**src/rtl/dec_scan_pkg.sv**
```systemverilog
// ============================================================================
// Module  : dec_scan_pkg
// Brief   : Shared types and defaults for the dec_scan_n scan decoder.
// Revision: 1.0 - initial release
// ============================================================================
`default_nettype none

package dec_scan_pkg;

  typedef enum logic {
    MODE_SCAN   = 1'b0,
    MODE_DIRECT = 1'b1
  } mode_t;

  localparam int DEF_DIV = 100_000;

endpackage

`default_nettype wire

```
**src/rtl/dec_n.sv**
```systemverilog
// ============================================================================
// Module  : dec_n
// Brief   : Combinational W-to-2^W one-hot decoder.
// Revision: 1.0 - initial release
// ============================================================================
`default_nettype none

module dec_n #(
  parameter int W = 3
) (
  input  logic [W-1:0]        i_sel,
  output logic [(1<<W)-1:0]   o_onehot
);

  genvar gi;
  generate
    for (gi = 0; gi < (1 << W); gi++) begin : g_bit
      assign o_onehot[gi] = (i_sel == W'(gi));
    end
  endgenerate

endmodule

`default_nettype wire

```
**src/rtl/dec_scan_n.sv**
```systemverilog
// ============================================================================
// Module  : dec_scan_n
// Brief   : Registered W-to-2^W decoder with prescaled scan sequencer,
//           direct-select mode, per-output mask and selectable polarity.
//           Build option DEC_SCAN_SKIP_EN: scan skips masked indices.
// Revision: 1.0 - initial release
// ============================================================================
`default_nettype none

module dec_scan_n
  import dec_scan_pkg::*;
#(
  parameter int W          = 3,
  parameter int DIV        = DEF_DIV,
  parameter int ACTIVE_LOW = 0
) (
  input  logic                clk,
  input  logic                rst,
  input  logic                en,
  input  logic                mode,
  input  logic [W-1:0]        sel_in,
  input  logic [(1<<W)-1:0]   mask,
  output logic [(1<<W)-1:0]   y,
  output logic [W-1:0]        idx,
  output logic                tick,
  output logic                wrap
);

  localparam int              c_N      = 1 << W;
  localparam int              c_PW     = (DIV > 1) ? $clog2(DIV) : 1;
  localparam logic [c_N-1:0]  c_Y_IDLE = (ACTIVE_LOW != 0) ? {c_N{1'b1}} : {c_N{1'b0}};

  logic [c_PW-1:0] r_pre;
  logic [W-1:0]    r_idx;
  logic [c_N-1:0]  r_y;
  logic            r_tick;
  logic            r_wrap;

  mode_t           w_mode;
  logic [c_PW-1:0] w_pre_nxt;
  logic [W-1:0]    w_idx_nxt;
  logic            w_tick_nxt;
  logic            w_wrap_nxt;
  logic [W-1:0]    w_adv_idx;
  logic            w_adv_wrap;
  logic [c_N-1:0]  w_dec;
  logic [c_N-1:0]  w_y_hi;
  logic [c_N-1:0]  w_y_nxt;
`ifdef DEC_SCAN_SKIP_EN
  logic [W:0]      w_sum;
`endif

  assign w_mode = mode_t'(mode);

  always_comb begin
    w_pre_nxt  = r_pre;
    w_idx_nxt  = r_idx;
    w_tick_nxt = 1'b0;
    w_wrap_nxt = 1'b0;
    w_adv_idx  = r_idx;
    w_adv_wrap = 1'b0;
`ifdef DEC_SCAN_SKIP_EN
    // Descending search so the nearest unmasked index wins; bit W of the sum flags a wrap.
    w_sum = '0;
    for (int k = c_N; k >= 1; k--) begin
      w_sum = {1'b0, r_idx} + (W+1)'(k);
      if (mask[w_sum[W-1:0]]) begin
        w_adv_idx  = w_sum[W-1:0];
        w_adv_wrap = w_sum[W];
      end
    end
`else
    w_adv_idx  = r_idx + W'(1);
    w_adv_wrap = (r_idx == W'(c_N - 1));
`endif
    if (w_mode == MODE_DIRECT) begin
      w_idx_nxt = sel_in;
      w_pre_nxt = '0;
    end else if (r_pre == c_PW'(DIV - 1)) begin
      w_pre_nxt  = '0;
      w_idx_nxt  = w_adv_idx;
      w_tick_nxt = 1'b1;
      w_wrap_nxt = w_adv_wrap;
    end else begin
      w_pre_nxt = r_pre + c_PW'(1);
    end
  end

  dec_n #(
    .W (W)
  ) u_dec (
    .i_sel    (w_idx_nxt),
    .o_onehot (w_dec)
  );

  assign w_y_hi = w_dec & mask;

  generate
    if (ACTIVE_LOW != 0) begin : g_active_low
      assign w_y_nxt = ~w_y_hi;
    end else begin : g_active_high
      assign w_y_nxt = w_y_hi;
    end
  endgenerate

  always_ff @(posedge clk) begin
    if (rst) begin
      r_pre  <= '0;
      r_idx  <= '0;
      r_y    <= c_Y_IDLE;
      r_tick <= 1'b0;
      r_wrap <= 1'b0;
    end else if (en) begin
      r_pre  <= w_pre_nxt;
      r_idx  <= w_idx_nxt;
      r_y    <= w_y_nxt;
      r_tick <= w_tick_nxt;
      r_wrap <= w_wrap_nxt;
    end else begin
      r_tick <= 1'b0;
      r_wrap <= 1'b0;
    end
  end

  assign y    = r_y;
  assign idx  = r_idx;
  assign tick = r_tick;
  assign wrap = r_wrap;

endmodule

`default_nettype wire

```
**config.mk**
```make
export PLATFORM = sky130hd
export DESIGN_NAME = dec_scan_n
export DESIGN_NICKNAME = d
export VERILOG_FILES = /design/src/rtl/dec_scan_pkg.sv /design/src/rtl/dec_n.sv /design/src/rtl/dec_scan_n.sv
export SDC_FILE = /design/constraint.sdc
export NUM_CORES = 1
export LEC_CHECK = 0
export ABC_CLOCK_PERIOD_IN_PS = 6290
export BUFFER_PORTS_ARGS = -buffer_cell sky130_fd_sc_hd__buf_4
export CAP_MARGIN = 20
export CORE_MARGIN = 1.5
export CORE_UTILIZATION = 55
export DETAILED_ROUTE_END_ITERATION = 12
export PLACE_DENSITY = 0.76
export SYNTH_ARGS = -nofsm -noshare
export SYNTH_HDL_FRONTEND = slang
export SYNTH_SLANG_ARGS = --single-unit
```
**constraint.sdc**
```tcl
create_clock -name clk -period 6.29 [get_ports clk]
set_clock_uncertainty 0.1 [all_clocks]
set_input_delay 0.629 -clock clk [delete_from_list [all_inputs] [get_ports clk]]
set_output_delay 0.629 -clock clk [all_outputs]
set_load 0.01 [all_outputs]
```
**After elaboration in Yosys (flattened, before gate mapping)**

Cells that the tools add are included.

- Flip-flop bits (word level): 30
- Input port bits: 15
- Output and inout bits: 13
- Logic and storage cells: 27

- Add/subtract/negate cells: 2
- Equality and inequality tests: 9
- Mux-type cells: 5
- Bitwise logic cells: 3
- Reductions and logical operators: 3

Operator list:

| kind | count |
|---|---|
| $mux W17 | 2 |
| $add A17 B1 Y17 const B | 1 |
| $eq A17 B17 Y1 const B | 1 |
| $eq A3 B3 Y1 const B | 5 |
| $and A8 B8 Y8 | 1 |
| $eq A3 B2 Y1 const B | 2 |
| $mux W3 | 2 |
| $reduce_or A4 Y1 | 1 |
| $add A3 B1 Y3 const B | 1 |
| $eq A3 B1 Y1 const B | 1 |
| $logic_not A3 Y1 | 1 |
| $reduce_or A3 Y1 | 1 |
| $not A1 Y1 | 2 |
| $mux W1 | 1 |

**Depth between registers and ports, before layout**

- Word-level depth: 5
- Gate-level depth with buffers: 7
- Mapped depth without buffers: 6

**By module**

From an unflattened synthesis, not the netlist that was laid out.

- Cell total of the unflattened synthesis: 175
- Area, all modules: 1443.9 µm²

By module, submodules not included:

| module | instances | cells each | area an instance (µm²) | sequential area each (µm²) |
|---|---|---|---|---|
| dec_scan_n | 1 | 167 | 1378.8 | 600.6 |
| dec_n | 1 | 8 | 65.1 | 0.0 |

**Worst setup path before layout**

Ideal clock, no wire load.

- Path kind: register -> register
- From: reg r_pre[6]
- To: reg r_y[0], in the netlist y[0]
- Library setup time: 0.101 ns
- Arrival time: 2.081 ns
- Required time: 6.089 ns
- Setup slack: 4.008 ns
- Stages on the path, launching flop included: 6
- Buffers on the path: 0
- Period minus slack after synthesis: 2.282 ns
- Cells stage by stage: dfxtp_1 -> or4_4 -> nor4_4 -> mux2_2 -> o21a_1 -> o41ai_1

- Longest elaborated chain between the ends: 5

Ends and longest elaborated chain:

| item | line | RTL |
|---|---|---|
| start, declared | dec_scan_n.sv:33 | `logic [c_PW-1:0] r_pre;` |
| start signal, assigned | dec_scan_n.sv:114 | `r_pre <= w_pre_nxt;` |
| $eq A17 B17 Y1 | dec_scan_n.sv:79 | `end else if (r_pre == c_PW'(DIV - 1)) begin` |
| $mux W3 | dec_scan_n.sv:79 |  |
| $mux W3 | dec_scan_n.sv:76 | `if (w_mode == MODE_DIRECT) begin` |
| $logic_not A3 Y1 | dec_n.sv:18 | `assign o_onehot[gi] = (i_sel == W'(gi));` |
| $and A8 B8 Y8 | dec_scan_n.sv:96 | `assign w_y_hi = w_dec & mask;` |
| end signal, assigned | dec_scan_n.sv:110 | `r_y <= c_Y_IDLE;` |
| end signal, assigned | dec_scan_n.sv:116 | `r_y <= w_y_nxt;` |
| end, declared | dec_scan_n.sv:35 | `logic [c_N-1:0] r_y;` |

Every way passes these cells.
A chain may end at the register's enable or synchronous reset.

**Worst setup path after layout**

- From: reg r_pre[8]
- To: reg r_y[0], in the netlist y[0]

Same word-level chain as after synthesis.

==> flow_summary.toml <==
[outcome]
outcome = "finished, final reports clean"

[power]
power.switching_uw = 90.8
ir_drop_v = 0.000159
cellInternalPower_uw = 262
p_seq_frac = 0.553
cellPowerDensity_mw_per_mm2 = 205
power.leakage_nw = 0.671
power.clock.fraction = 0.349
power_frac_comb = 0.098
swShare = 0.257

[clocking]
cts_sinks = 30
postCtsSetupRepairBufs = 0
hold_buffers = 0
clock_latency_ns = 0.34
ctsResizeCount = 0
clk_pin_slew_ns = 0.10
clk_path_buf_depth = 2
h-tree-depth = 2
clockRootBuffer = "clkbuf_4"
cts_tree = "yes"
cts_inserted_buffers = 5

[global_routing]
antenna_found_initial = 0
grt-ovfl-total = 0
grt_max_degree = 15
track_usage = 0.249
grt_pass1_wl_um = 5090
grt_pass1_vias = 1160

[final_layout]
nets = 215
stdcell_count = 228
antennaDiodeCount = 0
final_common_cell = "dfxtp_1"
area_growth_pct = 19.6
layout-drive-gt1-share = 0.207
mostFrequentLayoutCells = "dfxtp_1 (30), buf_4 (27), nor2_1 (23)"

[timing]
max_freq_mhz = 395
slew_viol_final = 0
period_share = 0.402
worst-slew-pin-transition_ns = 0.532
tns_ns = 0
layout_min_cycle_time_ns = 2.53
rsz0062_at_grt = "false"
finalSetupViolations = 0
relSlewSlack = 0.644
hold_viol_final = 0

[min_path]
hold_path_class = "reg -> reg"

[yosys]
synth.area.top_cells = "dfxtp_1 (42%), nor2_1 (6.0%), xnor2_1 (5.5%)"
synth_top_family_by_area = "simple AND/OR/NAND/NOR gates"
yosys_warnings = 0
synthAdderAreaFrac = 0.0260
synth_top_area_cell = "dfxtp_1"
yosysSeqAreaShare = 0.416
synth_cell_types = 40
dominantRegCellSynth = "dfxtp_1"
async_reset_ff_frac = 0
avgSynthCellArea_sq_um = 8.64
synthXorXnorAreaFrac = 0.0963
ys_seq_elements = 30
syn_inst = 167
yosysTopAreaCellShare = 0.416
synth_compound_area_frac = 0.122
synth_area_sq_mm = 0.00144
synth_mux_area_frac = 0.0147
synth_simple_gate_area_frac = 0.291
synth_nets = 185
synth_edf_count = 0

[run]
maxCapViolations = 0

[routing]
vias = 1304
drc = 0
routed_wl_um = 3240
drtIter0Drc = 39
antenna_left = 0
via_per_inst = 5.72
wl_per_cell_um = 14.2
first_pass_iters = 4

[die]
die_area_sq_mm = 0.00294
start_util = 0.582
die_x_um = 54.2
rows = 18
die_y_um = 54.2
io_pins = 28
core_area_sq_mm = 0.00248

[worst_setup_path]
start_kind = "flip-flop"
path_class = "reg -> reg"
worstPathRequired_ns = 6.42
worst-r2r-setup-slack_ns = 3.76
crit_fanout = 6
worstPathArrival_ns = 2.66
end_kind = "flip-flop"

[place]
dp_hpwl_um = 2370
place.gp.congestion = 0.852
io_buffers = 27
placed_cells = 220
-- cells in the mapped netlist, drive strengths merged, types with 3 or more instances --
cell type,count
a21oi,5
and3,5
dfxtp,30
ha,3
inv,7
nand2,19
nand3,8
nand4,3
nor2,23
nor3,6
nor4,3
o21a,3
o21ai,5
o41ai,6
xnor2,9
xor2,6
-- critical path, stage by stage (launching register included) --
cell and delay, ns:
dfxtp_1 0.36, or4_4 0.56, nor4_4 0.43, mux2_2 0.40, o21a_1 0.22, o41ai_1 0.35
-- sequential cells by signal, summed over array words and instances (netlist names) --
name and cells:
r_pre 17, y 8, idx 3, tick 1, wrap 1
-- through the flow --
stage / total power, mW / hold WS, ns / utilization / cell area, sq um / worst slack (ns)
floorplan: 0.219 / 0.354 / - / 1440 / 4.01
global placement: 0.233 / 0.336 / 0.672 / 1670 / 3.93
detailed placement: 0.234 / 0.347 / 0.672 / 1670 / 3.83
CTS: 0.354 / 0.367 / 0.696 / 1730 / 3.79
global route: 0.365 / 0.404 / 0.696 / 1730 / 3.64
finish: 0.353 / 0.363 / 0.696 / 1730 / 3.76
-- power groups by stage --
stage | Sequential, mW | Combinational, mW | Clock, mW
2_1_floorplan | 0.200 | 0.0184 | 0
3_3_place_gp | 0.200 | 0.0337 | 0
3_5_place_dp | 0.200 | 0.0344 | 0
4_1_cts | 0.195 | 0.0347 | 0.124
5_1_grt | 0.196 | 0.0380 | 0.131
6_report | 0.195 | 0.0347 | 0.123
-- logic make-up after synthesis --
logic type                 count (synthesis)
muxes                                      2
buffers and inverters                     12
xor gates and xnor gates                  15
AOI/OAI and AO/OA                         25
adders and majority gates                  3
and+or+nand+nor                           80
DFF                                       30
-- layout make-up --
class | instances | area [sq um]
repair buffers | 27 | 203
well taps | 30 | 37.5
clock inverters | 1 | 5.00
multi-input cells | 125 | 795
inverters | 8 | 30.0
clock buffers | 7 | 55.1
flip-flops and latches | 30 | 601
fillers | 212 | 752
-- worst paths after layout --
| check | start | to | cells after the start |
|---|---|---|---|
| max | r_pre[8] | y[0] | 5 |
| min | y[6] | y[6] | 2 |
| max reg2reg | r_pre[8] | y[0] | 5 |
| min reg2reg | y[6] | y[6] | 2 |
-- metal layers --
| layer | share of wire | vias to the layer above | GRT usage |
|---|---|---|---|
| met2 | 0.46 | 36 | 0.357 |
| met1 | 0.47 | 611 | 0.334 |
| met3 | 0.054 | 9 | 0.0574 |
| met4 | 0.025 | 0 | 0.158 |
| li1 | - | 648 | - |
| met5 | 0 | - | 0 |
Note: power is estimated with default switching activity, not from simulation.
